## config.mk

```make
export PLATFORM = sky130hd
export DESIGN_NAME = dff_pipe_reg_flat
export DESIGN_NICKNAME = d
export VERILOG_FILES = /design/src/rtl/dff_pipe_reg_if.sv /design/src/rtl/dff_pipe_reg.sv /design/src/flat_wrapper.sv
export SDC_FILE = /design/constraint.sdc
export NUM_CORES = 1
export LEC_CHECK = 0
export CAP_MARGIN = 20
export CORE_ASPECT_RATIO = 0.5
export CORE_MARGIN = 3
export CORE_UTILIZATION = 40
export CTS_BUF_LIST = sky130_fd_sc_hd__clkbuf_16
export DETAILED_ROUTE_END_ITERATION = 10
export GPL_TIMING_DRIVEN = 0
export PLACE_DENSITY = 0.63
export SLEW_MARGIN = 25
export SYNTH_ARGS = -nofsm -noshare
export SYNTH_HDL_FRONTEND = slang
export SYNTH_SLANG_ARGS = --single-unit
```

## constraint.sdc

```tcl
create_clock -name clk -period 4.6 [get_ports clk]
set_input_delay 0.92 -clock clk [delete_from_list [all_inputs] [get_ports clk]]
set_output_delay 0.92 -clock clk [all_outputs]
set_load 0.02 [all_outputs]
```

## src/rtl/dff_pipe_reg_if.sv

```systemverilog
// Bus bundle for dff_pipe_reg: shift control and input word in, final stage and occupancy out.
// The master modport is the producer/consumer side; the slave modport is the pipeline itself.
interface dff_pipe_reg_if #(
  parameter int WIDTH = 8,
  parameter int DEPTH = 4
);
  localparam int FW = $clog2(DEPTH + 1);

  logic             en;
  logic             flush;
  logic [WIDTH-1:0] d;
  logic             d_valid;
  logic             parity_inj;
  logic [WIDTH-1:0] q;
  logic             q_valid;
  logic [FW-1:0]    fill;
  logic             full;
  logic             empty;
  logic             parity_err;

  modport master (
    output en, flush, d, d_valid, parity_inj,
    input  q, q_valid, fill, full, empty, parity_err
  );

  modport slave (
    input  en, flush, d, d_valid, parity_inj,
    output q, q_valid, fill, full, empty, parity_err
  );
endinterface

```

## src/rtl/dff_pipe_reg.sv

```systemverilog
// WIDTH x DEPTH register pipeline with per-stage valids, flush, registered fill and full/empty.
// Optional macro PIPE_PARITY_EN adds a per-stage even-parity bit and a parity_err output.
module dff_pipe_reg #(
  parameter int               WIDTH     = 8,
  parameter int               DEPTH     = 4,
  parameter logic [WIDTH-1:0] RESET_VAL = '0
) (
  input logic           clk,
  input logic           reset,
  dff_pipe_reg_if.slave bus
);
  localparam int FW = $clog2(DEPTH + 1);

  logic [WIDTH-1:0] data_reg [DEPTH];
  logic [WIDTH-1:0] shift_data [DEPTH];
  logic [DEPTH-1:0] valid_reg;
  logic [DEPTH-1:0] shift_valid;
  logic [FW-1:0]    fill_reg;
  logic [FW-1:0]    fill_next;

  // Value each stage would take on a shift: stage 0 from the bus, others from their predecessor.
  genvar gi;
  generate
    for (gi = 0; gi < DEPTH; gi++) begin : g_stage
      if (gi == 0) begin : g_head
        assign shift_data[gi]  = bus.d;
        assign shift_valid[gi] = bus.d_valid;
      end else begin : g_body
        assign shift_data[gi]  = data_reg[gi-1];
        assign shift_valid[gi] = valid_reg[gi-1];
      end
    end
  endgenerate

  // Occupancy tracks the valid popcount: one in at stage 0, one out at the final stage.
  always_comb begin
    fill_next = fill_reg + FW'(bus.d_valid) - FW'(valid_reg[DEPTH-1]);
  end

  always_ff @(posedge clk) begin
    if (!reset || bus.flush) begin
      for (int i = 0; i < DEPTH; i++) data_reg[i] <= RESET_VAL;
      valid_reg <= '0;
      fill_reg  <= '0;
    end else if (bus.en) begin
      for (int i = 0; i < DEPTH; i++) data_reg[i] <= shift_data[i];
      valid_reg <= shift_valid;
      fill_reg  <= fill_next;
    end
  end

  assign bus.q       = data_reg[DEPTH-1];
  assign bus.q_valid = valid_reg[DEPTH-1];
  assign bus.fill    = fill_reg;
  assign bus.full    = (fill_reg == FW'(DEPTH));
  assign bus.empty   = (fill_reg == '0);

`ifdef PIPE_PARITY_EN
  localparam logic RESET_PAR = ^RESET_VAL;

  logic [DEPTH-1:0] par_reg;
  logic [DEPTH-1:0] shift_par;

  generate
    for (gi = 0; gi < DEPTH; gi++) begin : g_par
      if (gi == 0) begin : g_head
        assign shift_par[gi] = (^bus.d) ^ bus.parity_inj;
      end else begin : g_body
        assign shift_par[gi] = par_reg[gi-1];
      end
    end
  endgenerate

  always_ff @(posedge clk) begin
    if (!reset || bus.flush) begin
      par_reg <= {DEPTH{RESET_PAR}};
    end else if (bus.en) begin
      par_reg <= shift_par;
    end
  end

  // Derived only from final-stage registers, so it moves on the same edge as q.
  assign bus.parity_err = valid_reg[DEPTH-1] &
                          ((^data_reg[DEPTH-1]) != par_reg[DEPTH-1]);
`else
  logic unused_parity_inj;
  assign unused_parity_inj = bus.parity_inj;
  assign bus.parity_err    = 1'b0;
`endif
endmodule

```

## src/flat_wrapper.sv

```systemverilog
// flat-port wrapper written by rule: the top's interface ports become plain ports
module dff_pipe_reg_flat 
#(
  parameter int               WIDTH     = 8,
  parameter int               DEPTH     = 4,
  parameter logic [WIDTH-1:0] RESET_VAL = '0
)
  (clk, reset, bus_en, bus_flush, bus_d, bus_d_valid, bus_parity_inj, bus_q, bus_q_valid, bus_fill, bus_full, bus_empty, bus_parity_err);
  dff_pipe_reg_if #(.WIDTH(WIDTH), .DEPTH(DEPTH)) bus_i ();
  input logic clk;
  input logic reset;
  input wire logic [$bits(bus_i.en)-1:0] bus_en;
  input wire logic [$bits(bus_i.flush)-1:0] bus_flush;
  input wire logic [$bits(bus_i.d)-1:0] bus_d;
  input wire logic [$bits(bus_i.d_valid)-1:0] bus_d_valid;
  input wire logic [$bits(bus_i.parity_inj)-1:0] bus_parity_inj;
  output wire logic [$bits(bus_i.q)-1:0] bus_q;
  output wire logic [$bits(bus_i.q_valid)-1:0] bus_q_valid;
  output wire logic [$bits(bus_i.fill)-1:0] bus_fill;
  output wire logic [$bits(bus_i.full)-1:0] bus_full;
  output wire logic [$bits(bus_i.empty)-1:0] bus_empty;
  output wire logic [$bits(bus_i.parity_err)-1:0] bus_parity_err;
  assign bus_i.en = bus_en;
  assign bus_i.flush = bus_flush;
  assign bus_i.d = bus_d;
  assign bus_i.d_valid = bus_d_valid;
  assign bus_i.parity_inj = bus_parity_inj;
  assign bus_q = bus_i.q;
  assign bus_q_valid = bus_i.q_valid;
  assign bus_fill = bus_i.fill;
  assign bus_full = bus_i.full;
  assign bus_empty = bus_i.empty;
  assign bus_parity_err = bus_i.parity_err;
  dff_pipe_reg #(.WIDTH(WIDTH), .DEPTH(DEPTH), .RESET_VAL(RESET_VAL)) u_core (.clk(clk), .reset(reset), .bus(bus_i));
endmodule
```

==> impl_metrics.tcl, run 1 <==
set metrics [dict create \
    outcome "finished clean" \
    die_area_um2 4730 \
    vias_per_cell 4.36 \
    tightest_slew_ns 0.755 \
    reg2reg_setup_slack_ns 2.58 \
    grt_use_met1_pct 11.6 \
    min_path_type "reg2reg" \
    rsz0062_at_grt "no" \
    slew_headroom_pct 49.7 \
    synthTopCellsByCount "32 x and2_1, 32 x edfxtp_1, 7 x dfxtp_1, 7 x nor2_1, 5 x mux2i_1" \
    p_int_mw 0.616 \
    layout_worst_path_cycle_share_pct 52.1 \
    worst_r2r_path_depth 9 \
    power_switching_mw 0.149 \
    grt_max_degree 33 \
    finalSetupTns_ns 0 \
    drc 0 \
    grt_pass1_vias 804 \
    power_frac_seq_pct 52.3 \
    start_kind "flop" \
    clock_latency_ns 0.28 \
    clkTransAtPathRegs_ns 0.06 \
    end_kind "output port" \
    die_h_um 50.2 \
    first_pass_iters 4 \
    cts_tree "done" \
    dp_hpwl_mm 1.39 \
    ys_warn_count 0 \
    drv_slew 0 \
    place_inst 183 \
    via_count 832 \
    synth_xor_xnor_area_share_pct 0.561 \
    setup_viol 0 \
    yosysSeqAreaShare_pct 70.5 \
    gr-usage-met3_pct 4.64 \
    hold_end "u_core.valid_reg[2]" \
    antenna_cells 0 \
    required_ns 3.68 \
    grt-ovfl-total 0 \
    syn_inst 107 \
    synth_top_family_by_area "simple AND/OR/NAND/NOR gates" \
    worst_slack_ns 2.21 \
    cts_resized 0 \
    timing.hold.ws_ns 0.495 \
    netlist_area_um2 1560 \
    cts_setup_buffers 0 \
    cp_max_fo 5 \
    synthMuxAreaShare_pct 3.21 \
    finalHoldViolCount 0 \
    synth_area_leaders "edfxtp_1 62%, and2_1 13%, dfxtp_1 9.0%" \
    switching_share_pct 19.4 \
    antenna_found_initial 0 \
    synth_edf_count 32 \
    drt-total-wl_mm 2.12 \
    reg2reg_to "u_core.bus.fill[2]" \
    max-cap-violations 0 \
    finalClockSkew_ns 0.00310 \
    ir_worst_vdd_v 0.000170 \
    combPwrFrac_pct 6.3 \
    grt_pass1_wl_mm 3.61 \
    max_freq_mhz 418 \
    largest_register_ffs 32 \
    wl_per_cell_um 11.1 \
    dpl_worst_slack_ns 1.91 \
    synth_adder_area_share_pct 2.88 \
    fp.dieW_um 94.4 \
    cts.sinks 39 \
    p_leak_nw 0.814 \
    powerDensity_nw_per_um2 380 \
    power.total_mw 0.765 \
    fp-row-count 15 \
    areaGrowthSynthToFinish_pct 29.0 \
    postRouteAntennaNets 0 \
    period_needed_ns 2.39 \
    grtUsageMet2_pct 17.1 \
    setup.worst_path.class "reg2out" \
    stdcell_count 191 \
    synth_top_area_share_pct 61.5 \
    p_clk_share_pct 41.4 \
    place.gp.congestion 0.656 \
    yosys.area.top_type "edfxtp_1" \
    cts_buffers 5 \
    grtUsageTotal_pct 10.8 \
    fin_area_um2 2010 \
    fin_util_pct 56.2 \
    coreArea_um2 3580 \
    drive_gt1_share_pct 10.7 \
    hp-start "u_core.valid_reg[1]" \
    synth_ff_type "edfxtp_1" \
    nets 156 \
    cts_max_level 2 \
    synth_compound_area_share_pct 0.801 \
    grt-busiest-layer "met2" \
    arrival_ns 1.47 \
    async_flop_share_pct 0 \
    cts-root-buf "clkbuf_16" \
    synth-simple-area-share_pct 17.9 \
    ys_ff_latch 39 \
    ctsHoldBuffers 0 \
    io_buffers 25 \
    postSynthAreaPerCell_um2 14.6 \
    reg2reg_from "u_core.bus.fill[0]" \
    placed_area_um2 1880 \
    start_util_pct 43.6 \
    synth_nets 124 \
    worst_hold_path.num_cells 2 \
    cts_buffer_depth 2 \
    drt_iter0_markers 21 \
    synth_cell_type_count 23 \
    ios 29 \
]
## how the worst max path moves through the flow
stage,startpoint,endpoint,slack (ns),cells past startpoint
finish,u_core.bus.fill[2],bus_full,2.21,2
global placement,bus_flush,u_core.data_reg[0][6],1.47,4
floorplan,bus_flush,u_core.data_reg[0][0],2.25,3
CTS,u_core.bus.fill[2],bus_full,2.19,2
detailed placement,bus_flush,u_core.data_reg[0][3],1.91,4
global route,bus_d_valid,u_core.bus.fill[2],2.13,7
## layer usage
| metal | share of wire (%) | wire, um | vias up |
|---|---|---|---|
| met5 | 0 | 0 | - |
| met4 | 3.1 | 66 | 0 |
| met3 | 7.7 | 164 | 5 |
| met2 | 46 | 973 | 25 |
| met1 | 43 | 917 | 379 |
| li1 | - | - | 423 |
## worst max-delay path: stages (launching register included)
cell,delay (ns)
dfxtp_1,0.38
nor3b_1,0.20
clkdlybuf4s50_1,0.63
## kinds of logic after synthesis
kind of cell	after synthesis
and+or+nand+nor	46
DFF	39
buffers and inverters	10
muxes	5
adders and majority gates	3
AOI/OAI and AO/OA	2
other	1
xor gates and xnor gates	1
## final cells by class
cell class,instances,area [um^2]
flip-flops and latches,39,1100
repair buffers,25,250
inverters,4,15.0
clock buffers,5,125
fillers,298,1570
clock inverters,3,11.3
plain buffers,6,45.0
multi-input cells,58,403
well taps,51,63.8
## power groups by stage
stage          clock [mW]  sequential [mW]  combinational (mW)
2_1_floorplan           0            0.412              0.0209
3_3_place_gp            0            0.407              0.0480
3_5_place_dp            0            0.408              0.0488
4_1_cts             0.327            0.400              0.0492
5_1_grt             0.346            0.401              0.0525
6_report            0.317            0.400              0.0481
## cell usage in the layout (no fill, tap or decap), types with 2 or more instances in the layout
master and instances:
and2_1 32, edfxtp_1 32, clkdlybuf4s50_1 25, nor2_1 7, dfxtp_1 7, mux2i_1 5
clkbuf_16 5, inv_1 4, clkbuf_2 3, buf_6 2, ha_1 2, clkinv_1 2
(Power assumes the default switching activity.)
==> run 2: changes to the inputs <==
clock period = 2.3 ns   (was 4.6 ns; I/O delays follow)
==> results of run 2 <==
The final DEF is identical to that of run 1. Status: finished clean.
Main changes from that run: setup slack after placement 1.91 ns -> 0.0731 ns; setup slack after layout 2.21 ns -> 0.275 ns; hold slack 0.495 ns -> 0.419 ns; start point of the critical path u_core.bus.fill[2] -> u_core.bus.fill[0]; end point of the critical path bus_full -> u_core.bus.fill[2]; register-to-register setup slack 2.58 ns -> 0.28 ns; end point of the worst hold path u_core.valid_reg[2] -> u_core.bus.fill[1]; total power 0.765 mW -> 1.53 mW; worst IR drop on VDD 0.000170 V -> 0.000341 V
==> run 3: changes to the inputs <==
GPL_ROUTABILITY_DRIVEN = 0   (was default)
==> results of run 3 <==
The final DEF is identical to that of run 1. Status: finished clean.
Main changes from that run: setup slack after placement 1.91 ns -> 0.0731 ns; setup slack after layout 2.21 ns -> 0.275 ns; hold slack 0.495 ns -> 0.419 ns; start point of the critical path u_core.bus.fill[2] -> u_core.bus.fill[0]; end point of the critical path bus_full -> u_core.bus.fill[2]; register-to-register setup slack 2.58 ns -> 0.28 ns; end point of the worst hold path u_core.valid_reg[2] -> u_core.bus.fill[1]; total power 0.765 mW -> 1.53 mW; worst IR drop on VDD 0.000170 V -> 0.000341 V
